<file path="src/rtl/key_cond_pkg.sv">
// key_cond_pkg
// Shared definitions for the key conditioner: per-channel edge-mode encodings
// and the helper that decides whether a debounced transition is an event.
package key_cond_pkg;

  localparam logic [1:0] EDGE_NONE = 2'b00;
  localparam logic [1:0] EDGE_RISE = 2'b01;  // press
  localparam logic [1:0] EDGE_FALL = 2'b10;  // release
  localparam logic [1:0] EDGE_BOTH = 2'b11;

  function automatic logic edge_qualifies(input logic [1:0] mode,
                                          input logic       rise,
                                          input logic       fall);
    return (rise && ((mode & EDGE_RISE) != EDGE_NONE)) ||
           (fall && ((mode & EDGE_FALL) != EDGE_NONE));
  endfunction

endpackage

</file>
<file path="src/rtl/key_conditioner_if.sv">
// key_conditioner_if
// Groups the pin-side inputs, runtime controls and conditioned outputs of the
// key conditioner.
//   data_in   raw asynchronous pin levels
//   edge_mode per channel [2i+1:2i]: none / rise / fall / both
//   evt_clr   per-channel single-cycle clear of evt_flags
//   level_out debounced, normalised level (1 = active)
//   pulse_out extended pulse on a qualifying edge
//   hold_out  long-press indication
//   evt_flags sticky qualifying-edge flags
//   irq       registered OR of evt_flags
// master: the side driving pins/controls; slave: the conditioner itself.
interface key_conditioner_if #(
  parameter int WIDTH = 2
);
  logic [WIDTH-1:0]   data_in;
  logic [2*WIDTH-1:0] edge_mode;
  logic [WIDTH-1:0]   evt_clr;
  logic [WIDTH-1:0]   level_out;
  logic [WIDTH-1:0]   pulse_out;
  logic [WIDTH-1:0]   hold_out;
  logic [WIDTH-1:0]   evt_flags;
  logic               irq;

  modport master (
    output data_in, edge_mode, evt_clr,
    input  level_out, pulse_out, hold_out, evt_flags, irq
  );

  modport slave (
    input  data_in, edge_mode, evt_clr,
    output level_out, pulse_out, hold_out, evt_flags, irq
  );
endinterface

</file>
<file path="src/rtl/key_cond_channel.sv">
// key_cond_channel
// One input channel: 2-flop synchroniser, polarity normalisation, debounce,
// edge qualification, extended pulse, long-press detection and sticky flag.
//   clk, rst  fabric clock, asynchronous active-high reset
//   pin       raw asynchronous pin level
//   mode      edge selection (key_cond_pkg EDGE_*)
//   clr       single-cycle clear of flag
//   level     debounced active level
//   pulse     PULSE_EXT-cycle pulse following a qualifying edge
//   hold      active level has lasted HOLD_CYCLES cycles
//   flag      sticky qualifying-edge flag
module key_cond_channel
  import key_cond_pkg::*;
#(
  parameter string POLARITY      = "LOW",
  parameter int    TIMEOUT       = 50000,
  parameter int    TIMEOUT_WIDTH = 16,
  parameter int    PULSE_EXT     = 1,
  parameter bit    RETRIGGER     = 1'b0,
  parameter int    HOLD_CYCLES   = 50000000,
  parameter int    HOLD_WIDTH    = 26
) (
  input  logic       clk,
  input  logic       rst,
  input  logic       pin,
  input  logic [1:0] mode,
  input  logic       clr,
  output logic       level,
  output logic       pulse,
  output logic       hold,
  output logic       flag
);

  localparam bit ACT_HIGH = (POLARITY == "HIGH");
  // Synchroniser resets to the idle pin level so reset release is not a press.
  localparam logic IDLE_PIN = ACT_HIGH ? 1'b0 : 1'b1;
  localparam int PW = $clog2(PULSE_EXT + 1);

  logic                     sync1, sync2;
  logic                     act;
  logic                     db, db_d;
  logic [TIMEOUT_WIDTH-1:0] db_cnt;
  logic [PW-1:0]            pulse_cnt;
  logic [HOLD_WIDTH-1:0]    hold_cnt;
  logic                     rise, fall, qual;

  assign act  = ACT_HIGH ? sync2 : ~sync2;
  assign rise = db & ~db_d;
  assign fall = ~db & db_d;
  assign qual = edge_qualifies(mode, rise, fall);

  always_ff @(posedge clk or posedge rst) begin
    if (rst) begin
      sync1     <= IDLE_PIN;
      sync2     <= IDLE_PIN;
      db        <= 1'b0;
      db_d      <= 1'b0;
      db_cnt    <= '0;
      pulse_cnt <= '0;
      hold_cnt  <= '0;
      flag      <= 1'b0;
    end else begin
      sync1 <= pin;
      sync2 <= sync1;

      // Any cycle where act agrees with db restarts the stability count.
      if (act == db) begin
        db_cnt <= '0;
      end else if (db_cnt == TIMEOUT_WIDTH'(TIMEOUT - 1)) begin
        db     <= act;
        db_cnt <= '0;
      end else begin
        db_cnt <= db_cnt + 1'b1;
      end

      db_d <= db;

      if (qual && (RETRIGGER || pulse_cnt == '0)) begin
        pulse_cnt <= PW'(PULSE_EXT);
      end else if (pulse_cnt != '0) begin
        pulse_cnt <= pulse_cnt - 1'b1;
      end

      if (!db) begin
        hold_cnt <= '0;
      end else if (hold_cnt != HOLD_WIDTH'(HOLD_CYCLES)) begin
        hold_cnt <= hold_cnt + 1'b1;
      end

      // A new event in the same cycle as a clear must not be lost.
      if (qual) begin
        flag <= 1'b1;
      end else if (clr) begin
        flag <= 1'b0;
      end
    end
  end

  assign level = db;
  assign pulse = (pulse_cnt != '0);
  assign hold  = (hold_cnt == HOLD_WIDTH'(HOLD_CYCLES));

endmodule

</file>
<file path="src/rtl/key_conditioner.sv">
// key_conditioner
// Multi-channel push-button / GPIO conditioner. Each channel is an
// independent key_cond_channel; the combined interrupt is a registered OR of
// all sticky event flags.
//   clk  fabric clock
//   rst  asynchronous active-high reset
//   bus  key_conditioner_if.slave (pins, controls and conditioned outputs)
module key_conditioner #(
  parameter int    WIDTH         = 2,
  parameter string POLARITY      = "LOW",
  parameter int    TIMEOUT       = 50000,
  parameter int    TIMEOUT_WIDTH = 16,
  parameter int    PULSE_EXT     = 1,
  parameter bit    RETRIGGER     = 1'b0,
  parameter int    HOLD_CYCLES   = 50000000,
  parameter int    HOLD_WIDTH    = 26
) (
  input logic               clk,
  input logic               rst,
  key_conditioner_if.slave  bus
);

  logic [WIDTH-1:0] level_w;
  logic [WIDTH-1:0] pulse_w;
  logic [WIDTH-1:0] hold_w;
  logic [WIDTH-1:0] flag_w;
  logic             irq_q;

  for (genvar i = 0; i < WIDTH; i++) begin : g_ch
    key_cond_channel #(
      .POLARITY      (POLARITY),
      .TIMEOUT       (TIMEOUT),
      .TIMEOUT_WIDTH (TIMEOUT_WIDTH),
      .PULSE_EXT     (PULSE_EXT),
      .RETRIGGER     (RETRIGGER),
      .HOLD_CYCLES   (HOLD_CYCLES),
      .HOLD_WIDTH    (HOLD_WIDTH)
    ) u_ch (
      .clk   (clk),
      .rst   (rst),
      .pin   (bus.data_in[i]),
      .mode  (bus.edge_mode[2*i +: 2]),
      .clr   (bus.evt_clr[i]),
      .level (level_w[i]),
      .pulse (pulse_w[i]),
      .hold  (hold_w[i]),
      .flag  (flag_w[i])
    );
  end

  always_ff @(posedge clk or posedge rst) begin
    if (rst) begin
      irq_q <= 1'b0;
    end else begin
      irq_q <= |flag_w;
    end
  end

  assign bus.level_out = level_w;
  assign bus.pulse_out = pulse_w;
  assign bus.hold_out  = hold_w;
  assign bus.evt_flags = flag_w;
  assign bus.irq       = irq_q;

endmodule

</file>
<file path="src/flat_wrapper.sv">
// flat-port wrapper written by rule: the top's interface ports become plain ports
module key_conditioner_flat 
#(
  parameter int    WIDTH         = 2,
  parameter string POLARITY      = "   ",
  parameter int    TIMEOUT       = 50000,
  parameter int    TIMEOUT_WIDTH = 16,
  parameter int    PULSE_EXT     = 1,
  parameter bit    RETRIGGER     = 1'b0,
  parameter int    HOLD_CYCLES   = 50000000,
  parameter int    HOLD_WIDTH    = 26
)
  (clk, rst, bus_data_in, bus_edge_mode, bus_evt_clr, bus_level_out, bus_pulse_out, bus_hold_out, bus_evt_flags, bus_irq);
  key_conditioner_if #(.WIDTH(WIDTH)) bus_i ();
  input logic clk;
  input logic rst;
  input wire logic [$bits(bus_i.data_in)-1:0] bus_data_in;
  input wire logic [$bits(bus_i.edge_mode)-1:0] bus_edge_mode;
  input wire logic [$bits(bus_i.evt_clr)-1:0] bus_evt_clr;
  output wire logic [$bits(bus_i.level_out)-1:0] bus_level_out;
  output wire logic [$bits(bus_i.pulse_out)-1:0] bus_pulse_out;
  output wire logic [$bits(bus_i.hold_out)-1:0] bus_hold_out;
  output wire logic [$bits(bus_i.evt_flags)-1:0] bus_evt_flags;
  output wire logic [$bits(bus_i.irq)-1:0] bus_irq;
  assign bus_i.data_in = bus_data_in;
  assign bus_i.edge_mode = bus_edge_mode;
  assign bus_i.evt_clr = bus_evt_clr;
  assign bus_level_out = bus_i.level_out;
  assign bus_pulse_out = bus_i.pulse_out;
  assign bus_hold_out = bus_i.hold_out;
  assign bus_evt_flags = bus_i.evt_flags;
  assign bus_irq = bus_i.irq;
  key_conditioner #(.WIDTH(WIDTH), .POLARITY(POLARITY), .TIMEOUT(TIMEOUT), .TIMEOUT_WIDTH(TIMEOUT_WIDTH), .PULSE_EXT(PULSE_EXT), .RETRIGGER(RETRIGGER), .HOLD_CYCLES(HOLD_CYCLES), .HOLD_WIDTH(HOLD_WIDTH)) u_core (.clk(clk), .rst(rst), .bus(bus_i));
endmodule
</file>
<file path="config.mk">
export PLATFORM = sky130hd
export DESIGN_NAME = key_conditioner_flat
export DESIGN_NICKNAME = d
export VERILOG_FILES = /design/src/rtl/key_cond_pkg.sv /design/src/rtl/key_conditioner_if.sv /design/src/rtl/key_cond_channel.sv /design/src/rtl/key_conditioner.sv /design/src/flat_wrapper.sv
export SDC_FILE = /design/constraint.sdc
export NUM_CORES = 1
export LEC_CHECK = 0
export ABC_CLOCK_PERIOD_IN_PS = 2400
export CAP_MARGIN = 20
export CORE_ASPECT_RATIO = 0.6
export CORE_UTILIZATION = 38
export CTS_CLUSTER_SIZE = 24
export DETAILED_ROUTE_END_ITERATION = 8
export GPL_TIMING_DRIVEN = 0
export PLACE_DENSITY = 0.59
export SYNTH_ARGS = -nofsm -noshare
export SYNTH_HDL_FRONTEND = slang
export SYNTH_HIERARCHICAL = 1
export SYNTH_SLANG_ARGS = --single-unit
</file>
<file path="constraint.sdc">
create_clock -name clk -period 2.4 [get_ports clk]
set_input_delay 0.24 -clock clk [delete_from_list [all_inputs] [get_ports clk]]
set_output_delay 0.24 -clock clk [all_outputs]
set_load 0.05 [all_outputs]
</file>
; Word-level counts from Yosys, hierarchy flattened
; Index checks and enable logic that the tools add are counted.
[op_classes]
n_mux = 16
addsub = 6
n_reduce_logical = 13
eq_ne = 10
bitwise = 14
[op_table]
columns = cell, n
row1 = 26-bit two-way mux, 4
row2 = 16-bit two-way mux, 4
row3 = 26-bit by 1-bit adder with 26-bit output (second input constant), 2
row4 = 26-bit == test (second input constant), 2
row5 = 26-bit != test (second input constant), 2
row6 = 16-bit by 1-bit adder with 16-bit output (second input constant), 2
row7 = 16-bit == test (second input constant), 2
row8 = 1-bit NOT, 10
row9 = 1-bit two-way mux, 8
row10 = 1-bit logical AND, 6
row11 = 1-bit AND, 4
row12 = 2-bit by 1-bit != test with 1-bit output (second input constant), 2
row13 = 2-bit AND reduction, 2
row14 = 2-bit nonzero test, 2
row15 = 1-bit == test, 2
row16 = 1-bit logical OR, 2
row17 = 2-bit OR reduction, 1
row18 = 1-bit subtractor (second input constant), 2
[word_totals]
word_cells = 76
in_bits = 10
output_inout_bits = 9
reg_bits = 97

; Longest topological paths before layout
; Gate-level depths: netlist of run 1.
[depth]
depth_word = 6
depth_mapped = 6

; By module
; The synthesis of run 1 kept the hierarchy.
[by_module_without_submodules]
columns = module, cells_each, area_per_inst_um2, n_inst, seq_area_each_um2
row1 = key_cond_channel, 245, 2459.9, 2, 1203.7
row2 = key_conditioner, 3, 35.0, 1, 25.0

; Least setup slack after synthesis of run 1
; No wires, ideal clock.
[synth_timing]
kind = register to output
start = register u_core.g_ch[0].u_ch.hold_cnt[0]
end = output bus_hold_out[0]
path_stages_with_launch = 6
required_ns = 2.160
arrival_time_ns = 2.029
n_path_buf = 0
slack_ns = 0.131
cell_sequence = dfrtp_1 -> inv_1 -> ha_1 -> nor2b_1 -> nand4_1 -> nor3_1
[synth_via]
elab_chain_len = 1
[synth_rtl]
columns = item, line
row1 = start: declaration, key_cond_channel.sv:44  ; logic [HOLD_WIDTH-1:0] hold_cnt;
row2 = start signal: assignment, key_cond_channel.sv:87  ; hold_cnt <= hold_cnt + 1'b1;
row3 = 26-bit == test, key_cond_channel.sv:101  ; assign hold = (hold_cnt == HOLD_WIDTH'(HOLD_CYCLES));
row4 = end: declaration, flat_wrapper.sv:22  ; output wire logic [$bits(bus_i.hold_out)-1:0] bus_hold_out;
; No other way between the ends.

; Final worst setup path of run 1
[layout_timing]
start = register u_core.g_ch[0].u_ch.hold_cnt[10]
end = output bus_hold_out[0]
; Same word-level chain as after synthesis.

==> results of run 1 <==
-- stage by stage --
step	cells	hold WS, ns
after floorplan	493	-0.0313
after global placement	676	0.346
after detailed placement	678	0.349
after CTS	694	0.119
after global routing	696	0.121
final	696	0.122
-- cell usage after synthesis (4+ instances only) --
master | n | share of area
nor3_1 | 10 | 0.010
buf_4 | 4 | 0.0061
dfstp_2 | 4 | 0.021
xnor2_1 | 12 | 0.021
xor2_1 | 28 | 0.049
nor4bb_1 | 4 | 0.0081
nand2_1 | 34 | 0.026
clkbuf_1 | 6 | 0.0045
nand4_1 | 24 | 0.030
nand3_1 | 24 | 0.024
o21ai_0 | 26 | 0.026
nor2_1 | 42 | 0.032
o31ai_1 | 16 | 0.024
ha_1 | 6 | 0.015
and4_2 | 6 | 0.012
inv_1 | 15 | 0.011
nand4_4 | 6 | 0.026
dfrtp_1 | 93 | 0.47
and2_1 | 4 | 0.0050
and3_2 | 4 | 0.0061
nor2b_1 | 4 | 0.0050
and3_1 | 8 | 0.010
a21oi_1 | 38 | 0.038
buf_6 | 6 | 0.014
or4_1 | 16 | 0.024
and4_1 | 4 | 0.0071
or3_1 | 16 | 0.020
nor4b_1 | 4 | 0.0071
-- power by group through the flow --
stage	logic (mW)	registers [mW]	clock network (mW)
after global routing	0.0949	1.66	1.56
after floorplan	0.0435	1.69	0
after CTS	0.0850	1.66	1.50
final	0.0814	1.66	1.46
after detailed placement	0.0846	1.69	0
after global placement	0.0744	1.69	0
-- area by class of cell --
class	instances	area [µm²]	area share
inverters	17	63.8	0.0112
clock buffers	12	246	0.0433
flip-flops and latches	97	2430	0.427
repair buffers	22	231	0.0406
well taps	165	206	0.0362
clock inverters	4	51.3	0.00901
multi-input cells	361	2330	0.410
plain buffers	18	130	0.0228
-- flip-flops by register name, indices dropped and copies added, names as in the netlist, 2 cells and up --
name                       count
u_core/g_ch.u_ch/db_d          2
u_core/g_ch.u_ch/db_cnt       32
u_core/g_ch.u_ch/pulse         2
u_core/g_ch.u_ch/hold_cnt     52
u_core/g_ch.u_ch/sync2         2
u_core/g_ch.u_ch/level         2
u_core/g_ch.u_ch/flag          2
u_core/g_ch.u_ch/sync1         2
-- worst paths after layout --
check,startpoint,to,slack (ns),depth (start not counted)
worst max-delay path,u_core/g_ch[0].u_ch/hold_cnt[10],bus_hold_out[0],0.18,4
worst min-delay path,rst,u_core/bus.irq,0.12,2
worst max register to register,u_core/g_ch[1].u_ch/db_cnt[0],u_core/g_ch[1].u_ch/db_cnt[12],0.48,6
worst min register to register,u_core/g_ch[1].u_ch/sync1,u_core/g_ch[1].u_ch/sync2,0.36,0
max in group asynchronous,rst,u_core/g_ch[1].u_ch/hold_cnt[3],1.56,3
min in group clk,bus_data_in[0],u_core/g_ch[0].u_ch/sync1,0.30,1
-- cell usage in the layout (no fill, tap or decap), types with 12 or more instances in the layout --
cell type / netlist / routed
o21ai_0: 26 / 26
nor2_1: 42 / 42
nand3_1: 24 / 24
dfrtp_1: 93 / 93
clkdlybuf4s50_1: 0 / 16
xor2_1: 28 / 28
nand2_1: 34 / 34
nand4_1: 24 / 24
or4_1: 16 / 16
o31ai_1: 16 / 16
or3_1: 16 / 16
xnor2_1: 12 / 12
a21oi_1: 38 / 38
inv_1: 15 / 13
-- metal layers --
metal | GRT usage | up-vias | share of wire
li1 | - | 1868 | -
met1 | 0.273 | 1905 | 0.53
met2 | 0.238 | 87 | 0.41
met3 | 0.0465 | 11 | 0.054
met4 | 0.0485 | 0 | 0.0081
met5 | 0 | - | 0
-- worst max-delay path, delay by kind of cell, from the launching register on --
kind                   cells  cell delay (ns)
buffers and inverters      1             0.40
flip-flops                 1             0.50
AND/OR/NAND/NOR            3             0.74
-- timing repair --
item / CTS / global route
pin swaps: 0 / 2
endpoints found under the setup margin: 2 / 2
resized for setup: 8 / 3
setup buffers: 0 / 2
-- cell families (layout without fill, tap and decap cells) --
family | count (synthesis) | after routing | synth area share
AND/OR/NAND/NOR | 227 | 227 | 0.283
flip-flops | 97 | 97 | 0.491
AO/OA/AOI/OAI | 86 | 86 | 0.0975
XOR/XNOR | 40 | 40 | 0.0707
buffers and inverters | 35 | 73 | 0.0391
adder cells (fa/ha/maj) | 6 | 6 | 0.0152
multiplexers | 2 | 2 | 0.00404
==> run_results.csv, run 1 <==
group,metric,value,unit
die,rows,31,
critical_path,cp_slowest_cell,"dfrtp_1",
critical_path,cp.required,2.16,ns
cts,hold_buffers,0,
finish,antennaDiodeCount,0,
placed_design,gp_congestion,0.785,
routing,wl_per_cell,15.8,µm
yosys,synth.distinct_cells,43,
pwr,p_total,3.20,mW
grt,overflow,0,
routing,drt-initial-drc-count,269,
die,die_y,90.5,µm
yosys,yosys_warnings,6,
grt,grt_max_degree,38,
timing,slew_viol_final,0,
outcome,status,"finished clean",
critical_path,path_class,"flip-flop to output pin",
timing,fin_crit_sh,0.926,
pwr,leakage,2.26,nW
job,max-cap-violations,0,
routing,drtPass1Iterations,4,
critical_path,end_kind,"output pin",
cts,cts_tree,"yes",
yosys,yosysSeqAreaShare,0.491,
critical_path,worstSetupStartpointType,"flip-flop",
pwr,seqPwrFrac,0.518,
finish,finalInstanceArea,0.00570,mm²
cts,cts_buffers,9,
routing,drc,0,
cts,root_buffer,"clkbuf_16",
timing,worst_pin_slew,0.499,ns
die,io_pins,19,
placed_design,postPlaceCellArea,0.00538,mm²
die,die_area,0.0135,mm²
pwr,ir_drop,0.000276,V
grt,grt_pass1_vias,3704,
pwr,p_clk_frac,0.457,
cts,clkTransAtPathRegs,0.07,ns
timing,skew,0.0134,ns
grt,antenna_found_initial,0,
yosys,synth-edff-count,0,
critical_path,crit_chain,"nor4b_1 > nand2_1 > nor3_1 > clkdlybuf4s15_2",
placed_design,port_buffers,18,
timing,layout_setup_ws,0.177,ns
pwr,powerDensity,562,mW/mm²
die,initial_utilization,0.400,
grt,grt_usage,0.177,
yosys,synth_ff_type,"dfrtp_1",
timing,rsz0062_at_grt,"false",
yosys,synth-seq-cells,97,
timing,setup_viol,0,
finish,fill_cells,1129,
critical_path,crit_fanout,5,
finish,fin_nets,542,
routing,drt-total-wl,11000,µm
pwr,swShare,0.214,
yosys,syn_area,0.00495,mm²
timing,hold_viol_final,0,
yosys,synthArstFlopShare,1.00,
yosys,syn-mean-instance-area,10.1,µm²
finish,drive_gt1_frac,0.119,
worst_hold_path,hold_path.class,"input port to asynchronous set/reset pin",
finish,syn_to_final_growth,14.9,%
routing,dr_total_vias,3871,
cts,clk_latency,0.35,ns
finish,postLayoutCoreUtil,0.460,
pwr,netSwitchingPower,0.684,mW
die,core_area,0.0124,mm²
die,die_x,149,µm
yosys,syn_nets,509,
pwr,comb_power_share,0.025,
critical_path,worst_ep_arrival_time,1.98,ns
routing,ant_nets,0,
placed_design,dp.final_hpwl,7860,µm
pwr,internal_power,2.52,mW
timing,fin_setup_tns,0,ns
timing,slew-limit-headroom,0.666,
cts,cts.sinks,97,
cts,max-clock-path-buffers,2,
critical_path,slowest_delay,0.50,ns
yosys,synth_cells,493,
routing,viasPerCell,5.56,
cts,cts_max_level,3,
grt,grt_pass1_wl,18800,µm
timing,min_period,2.22,ns
timing,fmax,450,MHz
placed_design,post-place-ws,-0.0325,ns
(Power assumes the default switching activity.)
==> run 2: changes to the inputs <==
- SKIP_CTS_REPAIR_TIMING: unset -> 1
- SYNTH_HIERARCHICAL: 1 -> unset
==> run 2 against run 1 <==
Effect of this change:
- clock power is 3% higher
- clock-buffer cell count is 3 lower
- largest cell class unchanged
- critical endpoint unchanged
- combinational power is 3.6% lower
==> run_results.csv, run 2 <==
group,metric,value,unit
outcome,status,"finished clean",
timing,fin_crit_sh,0.960,
die,die_y,89.8,µm
critical_path,worst_ep_arrival_time,2.06,ns
cts,clk_latency,0.34,ns
pwr,leakage,2.21,nW
routing,ant_nets,0,
yosys,synth.distinct_cells,41,
pwr,swShare,0.227,
routing,drc,0,
cts,cts.sinks,97,
worst_hold_path,hold_start,"bus_data_in[1]",
yosys,yosys_warnings,0,
yosys,netlist_top_cells_area,"dfrtp_1, xnor2_1, nor2_1",
finish,fill_cells,1143,
die,rows,31,
critical_path,r2r_cells,7,
cts,cts_max_level,3,
critical_path,end_kind,"output pin",
die,initial_utilization,0.397,
grt,grt_pass1_wl,17200,µm
placed_design,port_buffers,18,
pwr,ir_drop,0.000328,V
timing,fmax,434,MHz
yosys,yosys-top-cells-count,"dfrtp_1, nor2_1, nand2_1",
critical_path,crit_fanout,6,
cts,cts_buffers,9,
yosys,yosysTopAreaCell,"dfrtp_1",
finish,largest_reg_flops,52,
pwr,internal_power,2.51,mW
routing,drt-initial-drc-count,291,
pwr,powerDensity,574,mW/mm²
routing,viasPerCell,5.26,
grt,grt_usage,0.161,
worst_hold_path,hold_path_end,"u_core.g_ch[1].u_ch.sync1",
yosys,synth-edff-count,0,
timing,hold-worst-slack,0.299,ns
routing,drt-total-wl,9940,µm
critical_path,r2r_end,"u_core.g_ch[1].u_ch.hold_cnt[22]",
critical_path,cp.required,2.16,ns
die,core_area,0.0123,mm²
yosys,synth_compound_area_frac,0.0516,
timing,hold_viol_final,0,
critical_path,worstSetupStartpointType,"flip-flop",
critical_path,reg2reg_slack,0.17,ns
yosys,synth_ff_type,"dfrtp_1",
pwr,netSwitchingPower,0.736,mW
timing,setup_viol,0,
critical_path,r2r-start,"u_core.g_ch[1].u_ch.hold_cnt[0]",
finish,syn_to_final_growth,16.0,%
pwr,seqPwrFrac,0.510,
grt,overflow,0,
finish,reg.largest.list,"u_core.g_ch.u_ch.hold_cnt (52), u_core.g_ch.u_ch.db_cnt (32)",
grt,antenna_found_initial,0,
timing,worst_pin_slew,0.905,ns
finish,layout_commonest_cell,"dfrtp_1",
finish,fin_nets,555,
die,die_x,148,µm
timing,slew-limit-headroom,0.391,
routing,drtPass1Iterations,5,
finish,top_register,"u_core.g_ch.u_ch.hold_cnt",
worst_hold_path,hold_path.class,"input port to flip-flop",
worst_hold_path,hold-path-cell-count,1,
timing,slew_viol_final,0,
placed_design,post-place-ws,-0.671,ns
yosys,synth-seq-cells,97,
grt,grt_pass1_vias,3520,
timing,min_period,2.30,ns
pwr,p_total,3.25,mW
yosys,synthXorXnorAreaFrac,0.0826,
yosys,syn_area,0.00488,mm²
timing,skew,0.00731,ns
die,die_area,0.0133,mm²
yosys,yosysSeqAreaShare,0.499,
pwr,comb_power_share,0.024,
routing,dr_total_vias,3732,
yosys,syn-mean-instance-area,9.68,µm²
routing,wl_per_cell,14.0,µm
yosys,synth_cells,504,
pwr,p_clk_frac,0.465,
cts,max-clock-path-buffers,2,
placed_design,dp.final_hpwl,7170,µm
finish,final_cell_mix,"dfrtp_1, nor2_1, nand2_1",
critical_path,path_class,"flip-flop to output pin",
finish,register_area,0.00243,mm²
placed_design,gp_congestion,0.828,
die,io_pins,19,
finish,antennaDiodeCount,0,
yosys,syn_nets,520,
yosys,synth_top_family_by_area,"simple AND/OR/NAND/NOR gates",
yosys,synthArstFlopShare,1.00,
timing,layout_setup_ws,0.0957,ns
cts,clkTransAtPathRegs,0.07,ns
cts,root_buffer,"clkbuf_16",
yosys,yosysTopAreaCellShare,0.477,
yosys,synthAdderAreaFrac,0.0154,
finish,multiInputGateArea,0.00228,mm²
grt,grt_max_degree,40,
cts,cts_tree,"yes",
yosys,synthSimpleGateAreaFrac,0.281,
yosys,synth.most_common_cell,"dfrtp_1",
finish,drive_gt1_frac,0.0809,
yosys,synthMuxAreaShare,0.0328,
job,max-cap-violations,0,
==> run 2: changes by cell type in the layout (fill, tap and decap cells not counted), moves of 13 or more <==
cell / delta
nor4_1: +16
nand2b_1: +13
xnor2_1: +18
a21oi_1: -21
mux2i_1: +14
nor2_1: +15
==> run 2: worst max path at each step <==
stage                                          start                                to  slack (ns)  cells after the start
floorplan            u_core.g_ch[1].u_ch.hold_cnt[0]  u_core.g_ch[1].u_ch.hold_cnt[22]        0.37                      7
global placement    u_core.g_ch[0].u_ch.hold_cnt[16]                   bus_hold_out[0]       -0.64                      5
detailed placement  u_core.g_ch[0].u_ch.hold_cnt[16]                   bus_hold_out[0]       -0.67                      5
CTS                 u_core.g_ch[0].u_ch.hold_cnt[16]                   bus_hold_out[0]       -1.05                      5
global route         u_core.g_ch[0].u_ch.hold_cnt[4]                   bus_hold_out[0]       -0.03                      6
finish               u_core.g_ch[0].u_ch.hold_cnt[4]                   bus_hold_out[0]         0.1                      6
==> run 2: area by class of cell <==
type / count / share of cell area
plain buffers: 22 / 0.0219
clock buffers: 9 / 0.0398
clock inverters: 7 / 0.0155
inverters: 17 / 0.0119
multi-input cells: 368 / 0.403
flip-flops and latches: 97 / 0.430
well taps: 165 / 0.0365
repair buffers: 24 / 0.0418
==> run 2: metal layers <==
layer | wire length (µm) | GRT usage
met5 | 0 | 0
met4 | 82 | 0.0412
met3 | 444 | 0.0371
met2 | 3910 | 0.211
met1 | 5500 | 0.260
==> run 2: cell families (layout without fill, tap and decap cells) <==
family / count (synthesis) / in the layout
muxes: 16 / 16
AOI/OAI and AO/OA: 44 / 44
adders and majority gates: 6 / 6
DFF: 97 / 97
buffers and inverters: 39 / 79
xor gates and xnor gates: 46 / 46
and+or+nand+nor: 256 / 256
==> run 2: power by group through the flow <==
| stage | registers (mW) | clock network, mW | logic, mW |
|---|---|---|---|
| floorplan | 1.69 | 0 | 0.0436 |
| global placement | 1.69 | 0 | 0.0736 |
| detailed placement | 1.69 | 0 | 0.0827 |
| CTS | 1.66 | 1.55 | 0.0830 |
| global route | 1.66 | 1.60 | 0.0919 |
| finish | 1.66 | 1.51 | 0.0785 |
==> run 2: metrics by stage <==
stage	TNS, ns	cell area (µm²)	util	instances
floorplan	0	4880	-	504
global placement	-3.78	5270	0.429	687
detailed placement	-0.753	5310	0.432	690
CTS	-1.53	5630	0.458	706
global route	-0.0258	5660	0.460	709
finish	0	5660	0.460	709
==> run 2: critical path, cell delays in order, from the launching register on <==
cell and delay (ns):
dfrtp_1 0.46, nor4_1 0.29, nand4b_1 0.18, nor4_4 0.31, clkbuf_2 0.19, buf_4 0.11, buf_4 0.18
==> run 3: changes to the inputs <==
- CORE_UTILIZATION: 38 -> 45
- PLACE_DENSITY: 0.59 -> 0.67
==> run 3 against run 2 <==
Effect of this change:
- wire length rose by 3.8%
- clock-buffer cell count grew 2
- power increased by 1.1%
- via count rose by 2.9%
- largest cell class unchanged
- largest power group unchanged
==> run_results.csv, run 3 (synthesis results as in run 2) <==
group,metric,value,unit
routing,drt-total-wl,10300,µm
die,die_area,0.0113,mm²
cts,cts_buffers,9,
cts,cts_max_level,3,
outcome,status,"finished clean",
routing,ant_nets,0,
grt,grt_pass1_wl,17100,µm
critical_path,cp_slowest_cell,"or4b_4",
critical_path,path_class,"flip-flop to flip-flop",
critical_path,worstSetupStartpointType,"flip-flop",
routing,viasPerCell,5.60,
finish,drive_gt1_frac,0.0914,
worst_hold_path,hold_path.class,"input port to asynchronous set/reset pin",
grt,grt_max_degree,30,
cts,root_buffer,"clkbuf_16",
pwr,ir_drop,0.000346,V
cts,clkTransAtPathRegs,0.06,ns
finish,reg.largest.list,"u_core.g_ch.u_ch.hold_cnt (52), u_core.g_ch.u_ch.db_cnt (32)",
routing,dr_total_vias,3839,
critical_path,worst_ep_arrival_time,2.51,ns
critical_path,r2r_end,"u_core.g_ch[1].u_ch.hold_cnt[22]",
pwr,leakage,2.24,nW
cts,cts.sinks,97,
cts,clk_latency,0.34,ns
finish,largest_reg_flops,52,
pwr,swShare,0.201,
die,io_pins,19,
critical_path,cp.required,2.66,ns
die,die_y,82.7,µm
cts,max-clock-path-buffers,2,
placed_design,dp_cells,664,
pwr,p_clk_frac,0.469,
finish,final_cell_mix,"dfrtp_1, nor2_1, nand2_1",
pwr,netSwitchingPower,0.659,mW
critical_path,end_kind,"flip-flop",
timing,worst_pin_slew,0.730,ns
die,initial_utilization,0.462,
timing,fin_crit_sh,0.934,
finish,top_register,"u_core.g_ch.u_ch.hold_cnt",
critical_path,crit_fanout,10,
timing,hold_viol_final,0,
grt,grt_pass1_vias,3574,
pwr,internal_power,2.62,mW
finish,fin_cells,686,
finish,antennaDiodeCount,0,
job,max-cap-violations,0,
grt,grt_usage,0.196,
timing,setup_viol,0,
timing,slew-limit-headroom,0.509,
routing,drtPass1Iterations,5,
critical_path,r2r_cells,7,
timing,slew_viol_final,0,
die,die_x,136,µm
grt,overflow,0,
finish,fin_nets,558,
cts,cts_tree,"yes",
critical_path,r2r-start,"u_core.g_ch[1].u_ch.hold_cnt[0]",
timing,min_period,2.24,ns
finish,layout_commonest_cell,"dfrtp_1",
timing,skew,0.00838,ns
placed_design,port_buffers,18,
critical_path,reg2reg_slack,0.16,ns
placed_design,dp.final_hpwl,7130,µm
pwr,comb_power_share,0.026,
die,rows,29,
routing,drc,0,
routing,wl_per_cell,15.0,µm
routing,drt-initial-drc-count,244,
pwr,p_total,3.28,mW
pwr,powerDensity,576,mW/mm²
grt,antenna_found_initial,0,
critical_path,crit_chain,"ha_1 > and3_1 > buf_4 > or4b_4 > buf_6 > nor4_1 > mux2i_1",
timing,fmax,446,MHz
die,core_area,0.0106,mm²
critical_path,slowest_delay,0.47,ns
placed_design,gp_congestion,0.837,
pwr,seqPwrFrac,0.505,
finish,syn_to_final_growth,16.8,%
[run 3: cell types whose count changed in the layout (fill, tap and decap cells not counted), moves of 2 or more]
cell,change
clkinv_4,-2
clkinv_2,+2
buf_4,+3
inv_8,-2
[run 3: worst max path at each step]
| stage | endpoint | start | cells after the start | slack (ns) |
|---|---|---|---|---|
| 4_1_cts | bus_hold_out[0] | u_core.g_ch[0].u_ch.hold_cnt[4] | 5 | -1.08 |
| 3_3_place_gp | bus_hold_out[0] | u_core.g_ch[0].u_ch.hold_cnt[16] | 5 | -0.66 |
| 5_1_grt | u_core.g_ch[1].u_ch.hold_cnt[22] | u_core.g_ch[1].u_ch.hold_cnt[0] | 7 | -0.02 |
| 2_1_floorplan | u_core.g_ch[1].u_ch.hold_cnt[22] | u_core.g_ch[1].u_ch.hold_cnt[0] | 7 | 0.37 |
| 6_report | u_core.g_ch[1].u_ch.hold_cnt[22] | u_core.g_ch[1].u_ch.hold_cnt[0] | 7 | 0.16 |
| 3_5_place_dp | bus_hold_out[0] | u_core.g_ch[0].u_ch.hold_cnt[4] | 5 | -0.71 |
[run 3: through the flow]
| stage | instance area, µm² | setup WS [ns] | hold WS [ns] | TNS [ns] | utilization |
|---|---|---|---|---|---|
| floorplan | 4880 | 0.370 | 0.244 | 0 | - |
| global placement | 5240 | -0.656 | 0.347 | -1.93 | 0.496 |
| detailed placement | 5300 | -0.710 | 0.347 | -0.802 | 0.502 |
| CTS | 5630 | -1.08 | 0.306 | -1.58 | 0.533 |
| global route | 5700 | -0.0218 | 0.305 | -0.0218 | 0.540 |
| finish | 5700 | 0.159 | 0.294 | 0 | 0.540 |
[run 3: layer usage]
metal	GRT usage	vias up	wire length, µm
met5	0	-	0
met4	0.0667	0	88
met3	0.0415	8	480
met2	0.295	93	4570
met1	0.281	1890	5180
li1	-	1848	-
[run 3: power by group through the flow]
stage | sequential [mW] | combinational (mW) | clock, mW
6_report | 1.66 | 0.0857 | 1.54
3_3_place_gp | 1.69 | 0.0728 | 0
3_5_place_dp | 1.69 | 0.0889 | 0
4_1_cts | 1.66 | 0.0897 | 1.58
5_1_grt | 1.66 | 0.0994 | 1.64
2_1_floorplan | 1.69 | 0.0436 | 0
[run 3: layout make-up]
class                   count  area, µm²
repair buffers             27        283
well taps                 139        174
multi-input cells         368       2300
clock buffers              11        243
flip-flops and latches     97       2430
inverters                  17       67.6
plain buffers              22        124
clock inverters             5       78.8
fillers                   904       4860
[run 3: worst max-delay path, delay by kind of cell, from the launching register on]
family / cells / cell delay (ns)
fa+ha+maj: 1 / 0.23
buf+inv: 2 / 0.29
flops: 1 / 0.44
mux: 1 / 0.23
simple gates: 3 / 0.98
